[src/rtl/game_flow_ctrl.sv]
// rtl/game_flow_ctrl.sv - game sequencer for the ball/brick engine.
// Generates the phase code, level, step period, launch angle and lives from the buttons and engine flags.
module game_flow_ctrl #(
  parameter int LIVES        = 3,
  parameter int MAX_LEVEL    = 2,
  parameter int PERIOD_BASE  = 200000,
  parameter int PERIOD_STEP  = 40000,
  parameter int PERIOD_MIN   = 16,
  parameter int LOAD_CYCLES  = 2,
  parameter int PAUSE_CYCLES = 50000000
) (
  input  logic        clk,
  input  logic        rst,
  input  logic        btn_start,
  input  logic        btn_launch,
  input  logic        dead,
  input  logic        win,
  output logic [2:0]  state,
  output logic [2:0]  level,
  output logic [19:0] period,
  output logic [2:0]  angle,
  output logic [1:0]  lives
);

  typedef enum logic [2:0] {
    S_IDLE  = 3'd0,
    S_LOAD  = 3'd1,
    S_AIM   = 3'd2,
    S_RUN   = 3'd3,
    S_LOST  = 3'd4,
    S_WON   = 3'd5,
    S_OVER  = 3'd6,
    S_CLEAR = 3'd7
  } state_t;

  localparam logic [1:0]  LIVES_INIT = 2'(LIVES);
  localparam logic [2:0]  LEVEL_MAX  = 3'(MAX_LEVEL);
  localparam logic [31:0] LOAD_LAST  = 32'(LOAD_CYCLES - 1);
  localparam logic [31:0] PAUSE_LAST = 32'(PAUSE_CYCLES - 1);

  state_t      st, st_nxt;
  logic [2:0]  level_nxt;
  logic [1:0]  lives_nxt;
  logic [19:0] period_nxt;
  logic [2:0]  angle_nxt;
  logic [31:0] cnt, cnt_nxt;
  logic        start_q, launch_q, fr;
  logic        start_edge, launch_edge;

  // Signed 32-bit arithmetic so a level that would drive the period negative clamps too.
  function automatic logic [19:0] calc_period(input logic [2:0] lvl);
    int p;
    p = PERIOD_BASE - int'(lvl) * PERIOD_STEP;
    if (p < PERIOD_MIN) p = PERIOD_MIN;
    return 20'(p);
  endfunction

  assign start_edge  = btn_start & ~start_q;
  assign launch_edge = btn_launch & ~launch_q;
  assign state       = st;

  always_comb begin
    st_nxt     = st;
    level_nxt  = level;
    lives_nxt  = lives;
    period_nxt = period;
    angle_nxt  = angle;
    cnt_nxt    = cnt;
    case (st)
      S_IDLE, S_OVER, S_CLEAR: begin
        if (start_edge) begin
          st_nxt    = S_LOAD;
          level_nxt = 3'd0;
          lives_nxt = LIVES_INIT;
        end
      end
      S_LOAD: if (cnt == LOAD_LAST) st_nxt = S_AIM;
      S_AIM:  if (launch_edge) st_nxt = S_RUN;
      S_RUN: begin
        if (win) begin
          st_nxt = S_WON;
        end else if (dead) begin
          if (lives > 2'd1) begin
            st_nxt    = S_LOST;
            lives_nxt = lives - 2'd1;
          end else begin
            st_nxt    = S_OVER;
            lives_nxt = 2'd0;
          end
        end
      end
      S_LOST: if (cnt == PAUSE_LAST) st_nxt = S_AIM;
      S_WON: begin
        if (cnt == PAUSE_LAST) begin
          if (level < LEVEL_MAX) begin
            level_nxt = level + 3'd1;
            st_nxt    = S_LOAD;
          end else begin
            st_nxt = S_CLEAR;
          end
        end
      end
      default: st_nxt = S_IDLE;
    endcase

    // Period and angle are latched on entry, using the level the new phase will run at.
    if (st_nxt == S_LOAD && st != S_LOAD) period_nxt = calc_period(level_nxt);
    if (st_nxt == S_AIM && st != S_AIM) angle_nxt = {2'b00, fr};

    if (st_nxt != st) cnt_nxt = 32'd0;
    else if (st == S_LOAD || st == S_LOST || st == S_WON) cnt_nxt = cnt + 32'd1;
  end

  always_ff @(posedge clk or posedge rst) begin
    if (rst) begin
      st       <= S_IDLE;
      level    <= 3'd0;
      lives    <= LIVES_INIT;
      angle    <= 3'd0;
      period   <= calc_period(3'd0);
      cnt      <= 32'd0;
      // Primed high so a button held across reset release is not seen as a press.
      start_q  <= 1'b1;
      launch_q <= 1'b1;
      fr       <= 1'b0;
    end else begin
      st       <= st_nxt;
      level    <= level_nxt;
      lives    <= lives_nxt;
      angle    <= angle_nxt;
      period   <= period_nxt;
      cnt      <= cnt_nxt;
      start_q  <= btn_start;
      launch_q <= btn_launch;
      fr       <= ~fr;
    end
  end

endmodule
[config.mk]
export PLATFORM = sky130hd
export DESIGN_NAME = game_flow_ctrl
export DESIGN_NICKNAME = d
export VERILOG_FILES = /design/src/rtl/game_flow_ctrl.sv
export SDC_FILE = /design/constraint.sdc
export NUM_CORES = 1
export LEC_CHECK = 0
export ABC_CLOCK_PERIOD_IN_PS = 14800
export CAP_MARGIN = 20
export CORE_MARGIN = 2
export CORE_UTILIZATION = 41
export DETAILED_ROUTE_END_ITERATION = 10
export GPL_ROUTABILITY_DRIVEN = 0
export PLACE_DENSITY = 0.62
export SLEW_MARGIN = 40
export SYNTH_ARGS = -nofsm -noshare
export SYNTH_HDL_FRONTEND = slang
export SYNTH_SLANG_ARGS = --single-unit
[constraint.sdc]
create_clock -name clk -period 14.8 [get_ports clk]
set_clock_uncertainty 0.1 [all_clocks]
set_input_delay 1.48 -clock clk [delete_from_list [all_inputs] [get_ports clk]]
set_output_delay 1.48 -clock clk [all_outputs]
set_load 0.03 [all_outputs]
==> out/summary.txt <==
Clock power share: 23.1%
CP required: 14,960 ps
Rel. slew slack: 60.5%
Nets: 451
N_diodes: 0
Hold buffers post-CTS: 0
Clk Latency, worst-skew pair: 340 ps
Synth area leader: dfrtp_1
Layout area overhead: 15.4%
R2R Path Start: cnt[0]
Total power: 0.642 mW
H-Tree Depth: 3
Via Count: 2,876
Floorplan row count: 34
Via density: 5.31
Final design utilization: 48.5%
R2R Path End: period[18]
Critical Path Sink Type: flop
Clk sinks: 59
Detail Placement HPWL: 5.41 mm
CTS max path bufs: 2
Crit path max-delay family: compound AO/OA/AOI/OAI gates
Worst vdd ir: 0.0888 mV
Critical path's slowest cell: fa_1
Hold Path Class: flop to flop
Netlist Area Pre-Place: 3630 µm²
Actual slew at the worst max-slew pin: 580 ps
Largest net degree at the start of global routing: 60
Max layer used: met4
Crit share post-route: 49.6%
Register-to-Register Setup Slack: 7870 ps
Wire per inst: 14.4 µm
Switching power total: 0.266 mW
Drt first-iter violations: 101
Synth Register Bits: 59
Crit path time final: 7340 ps
Core area: 8640 µm²
Critical path origin: btn_start
Share of post-route cells with drive strength above 1: 10.8%
CP bufs+invs: 4
CTS tree: done
Drt drc: 0
Die width: 98.1 µm
TritonRoute pass-1 iters: 4
Postcts setup bufs: 0
Gate Count Post-Synth: 401
Seq/Total Area, Yosys: 41.0%
HP Start: fr
Initial antenna violation count: 0
Max Slew Vio Count: 0
ANT nets after route: 0
IO Port Bufs: 29
Final hold violation count: 0
GRT Total Usage: 17.4%
Starting Density: 42.0%
Die Ht: 98.1 µm
Cell Int Power: 0.376 mW
Status: complete, no violations
Data arrival time of the critical path: 7510 ps
Met2 WL: 3.78 mm
Reg clk slew, reported paths: 70 ps
M1 wire length: 3.59 mm
Placed inst area: 3980 µm²
Critical Path End: period[18]
Cell chain of the critical path: clkdlybuf4s50_1 -> nor2b_1 -> o21ai_1 -> a32oi_2 -> inv_1 -> fa_1 -> inv_1 -> ha_1 -> inv_1 -> fa_1 -> xor2_1 -> nand3b_1 -> a21oi_1 -> a21oi_1 -> a21oi_1 -> o31ai_1 -> or4b_4 -> nor4_2 -> ha_1 -> nor2_1 -> a21oi_1 -> a21oi_1
Crit-path max cell delay: 510 ps
DP Cell Count: 526
Fin cells: 542
Post-synth top flop: dfrtp_1
WHS: 320 ps
RSZ-0062 raised after global routing: false
Post-synth ARST share: 100%
Worst Setup Slack, final: 7460 ps
Synth area leaders: dfrtp_1, dfstp_2, xor2_1
Layout filler cell count: 815
Leakage: 1.75 nW
Top-Level Pins: 37
R2R cell count: 23
First-pass GRT wire length: 13.7 mm
TritonCTS buffer count: 9
Post-route setup TNS: 0 ps
Cells resized by post-CTS repair: 0
Grt ovf: 0
DR WL met3: 294 µm
Crit start category: primary input
Final setup vio count: 0
Ys Warns: 0
Die area: 9620 µm²
CTS root buffer: clkbuf_8
Placement Setup Slack: 7220 ps
Crit-path max FO: 10
CP most frequent cell: a21oi_1
Cell area after layout: 4190 µm²
Post-Route WL: 7.78 mm
Post-synth EDFFs: 0
Top cell type's share of synthesized area: 33.8%
Max Cap Viol: 0
Sw Share: 41.5%
WS Path Type: primary input to flop
Max frequency: 136 MHz
Sequential power share: 35.0%
Worst path depth: 22
PwrDens: 153 nW/µm²
Synth Area per Inst: 9.05 µm²
Logic pwr share: 41.9%
Vias in the first global route: 2,892
Post-synth cell types: 58
[worst min path at each step]
| stage | slack [ps] | to | depth (start not counted) |
|---|---|---|---|
| after floorplan | 290 | fr | 1 |
| after global placement | 300 | fr | 1 |
| after detailed placement | 310 | fr | 1 |
| after CTS | 320 | fr | 1 |
| after global routing | 360 | fr | 1 |
| final | 320 | fr | 1 |
[power by group through the flow]
| stage | sequential, mW | clock (mW) | combinational, mW |
|---|---|---|---|
| after floorplan | 0.263 | 0 | 0.148 |
| after global placement | 0.227 | 0 | 0.268 |
| after detailed placement | 0.227 | 0 | 0.269 |
| after CTS | 0.225 | 0.153 | 0.271 |
| after global routing | 0.230 | 0.161 | 0.296 |
| final | 0.225 | 0.149 | 0.269 |
[cell families (layout without fill, tap and decap cells)]
group           Yosys count  in the layout  synth area share, %
buf+inv                  37             64                 4.93
simple gates            178            178                 24.3
compound gates           65             65                 12.0
fa+ha+maj                16             16                 6.14
mux                       4              4                 1.55
other cells               1              7                0.103
xor+xnor                 41             41                 9.90
flops                    59             59                 41.0
[sequential cells by signal (all words and copies together) (netlist names)]
register  cells
cnt          32
period       15
level         3
state         3
lives         2
angle         1
fr            1
launch_q      1
start_q       1
[layout make-up]
type | count | area [µm²] | share of cell area [%]
flip-flops and latches | 59 | 1490 | 35.6
repair buffers | 31 | 309 | 7.38
clock buffers | 9 | 124 | 2.96
inverters | 17 | 63.8 | 1.52
well taps | 108 | 135 | 3.23
multi-input cells | 311 | 1990 | 47.5
clock inverters | 7 | 77.6 | 1.85
[cells in the final DEF (no fill, tap or decap), types with 3 or more instances in the layout]
master / n
a22o_1: 5
nand2_1: 40
ha_1: 13
conb_1: 7
a31oi_1: 3
nor3_1: 11
xor2_1: 28
o31ai_1: 6
nor2b_1: 4
clkdlybuf4s50_1: 29
clkbuf_8: 9
nor4_1: 9
nand4_1: 9
a21oi_1: 14
dfstp_2: 10
inv_1: 15
nor2_1: 53
nand3_1: 20
dfrtp_1: 49
clkinv_4: 3
o21ai_0: 14
and3_1: 7
xnor2_1: 13
a22oi_1: 6
mux2_2: 3
nand2b_1: 4
fa_1: 3
[metal layers]
| layer | vias up | track usage, % |
|---|---|---|
| met4 | 0 | 5.98 |
| met1 | 1375 | 22.1 |
| met2 | 55 | 28.7 |
| met5 | - | 0 |
| li1 | 1433 | - |
| met3 | 13 | 4.58 |
[cell usage after synthesis, drive strengths merged, types with 4 or more instances]
cell type	number
a21oi	14
a22o	5
a22oi	6
and2	4
and3	7
buf	9
clkbuf	11
dfrtp	49
dfstp	10
ha	13
inv	17
nand2	41
nand2b	4
nand3	20
nand4	9
nor2	54
nor2b	4
nor3	11
nor4	10
o21ai	15
o31ai	6
xnor2	13
xor2	28
Power figures use the tool's default switching activity.
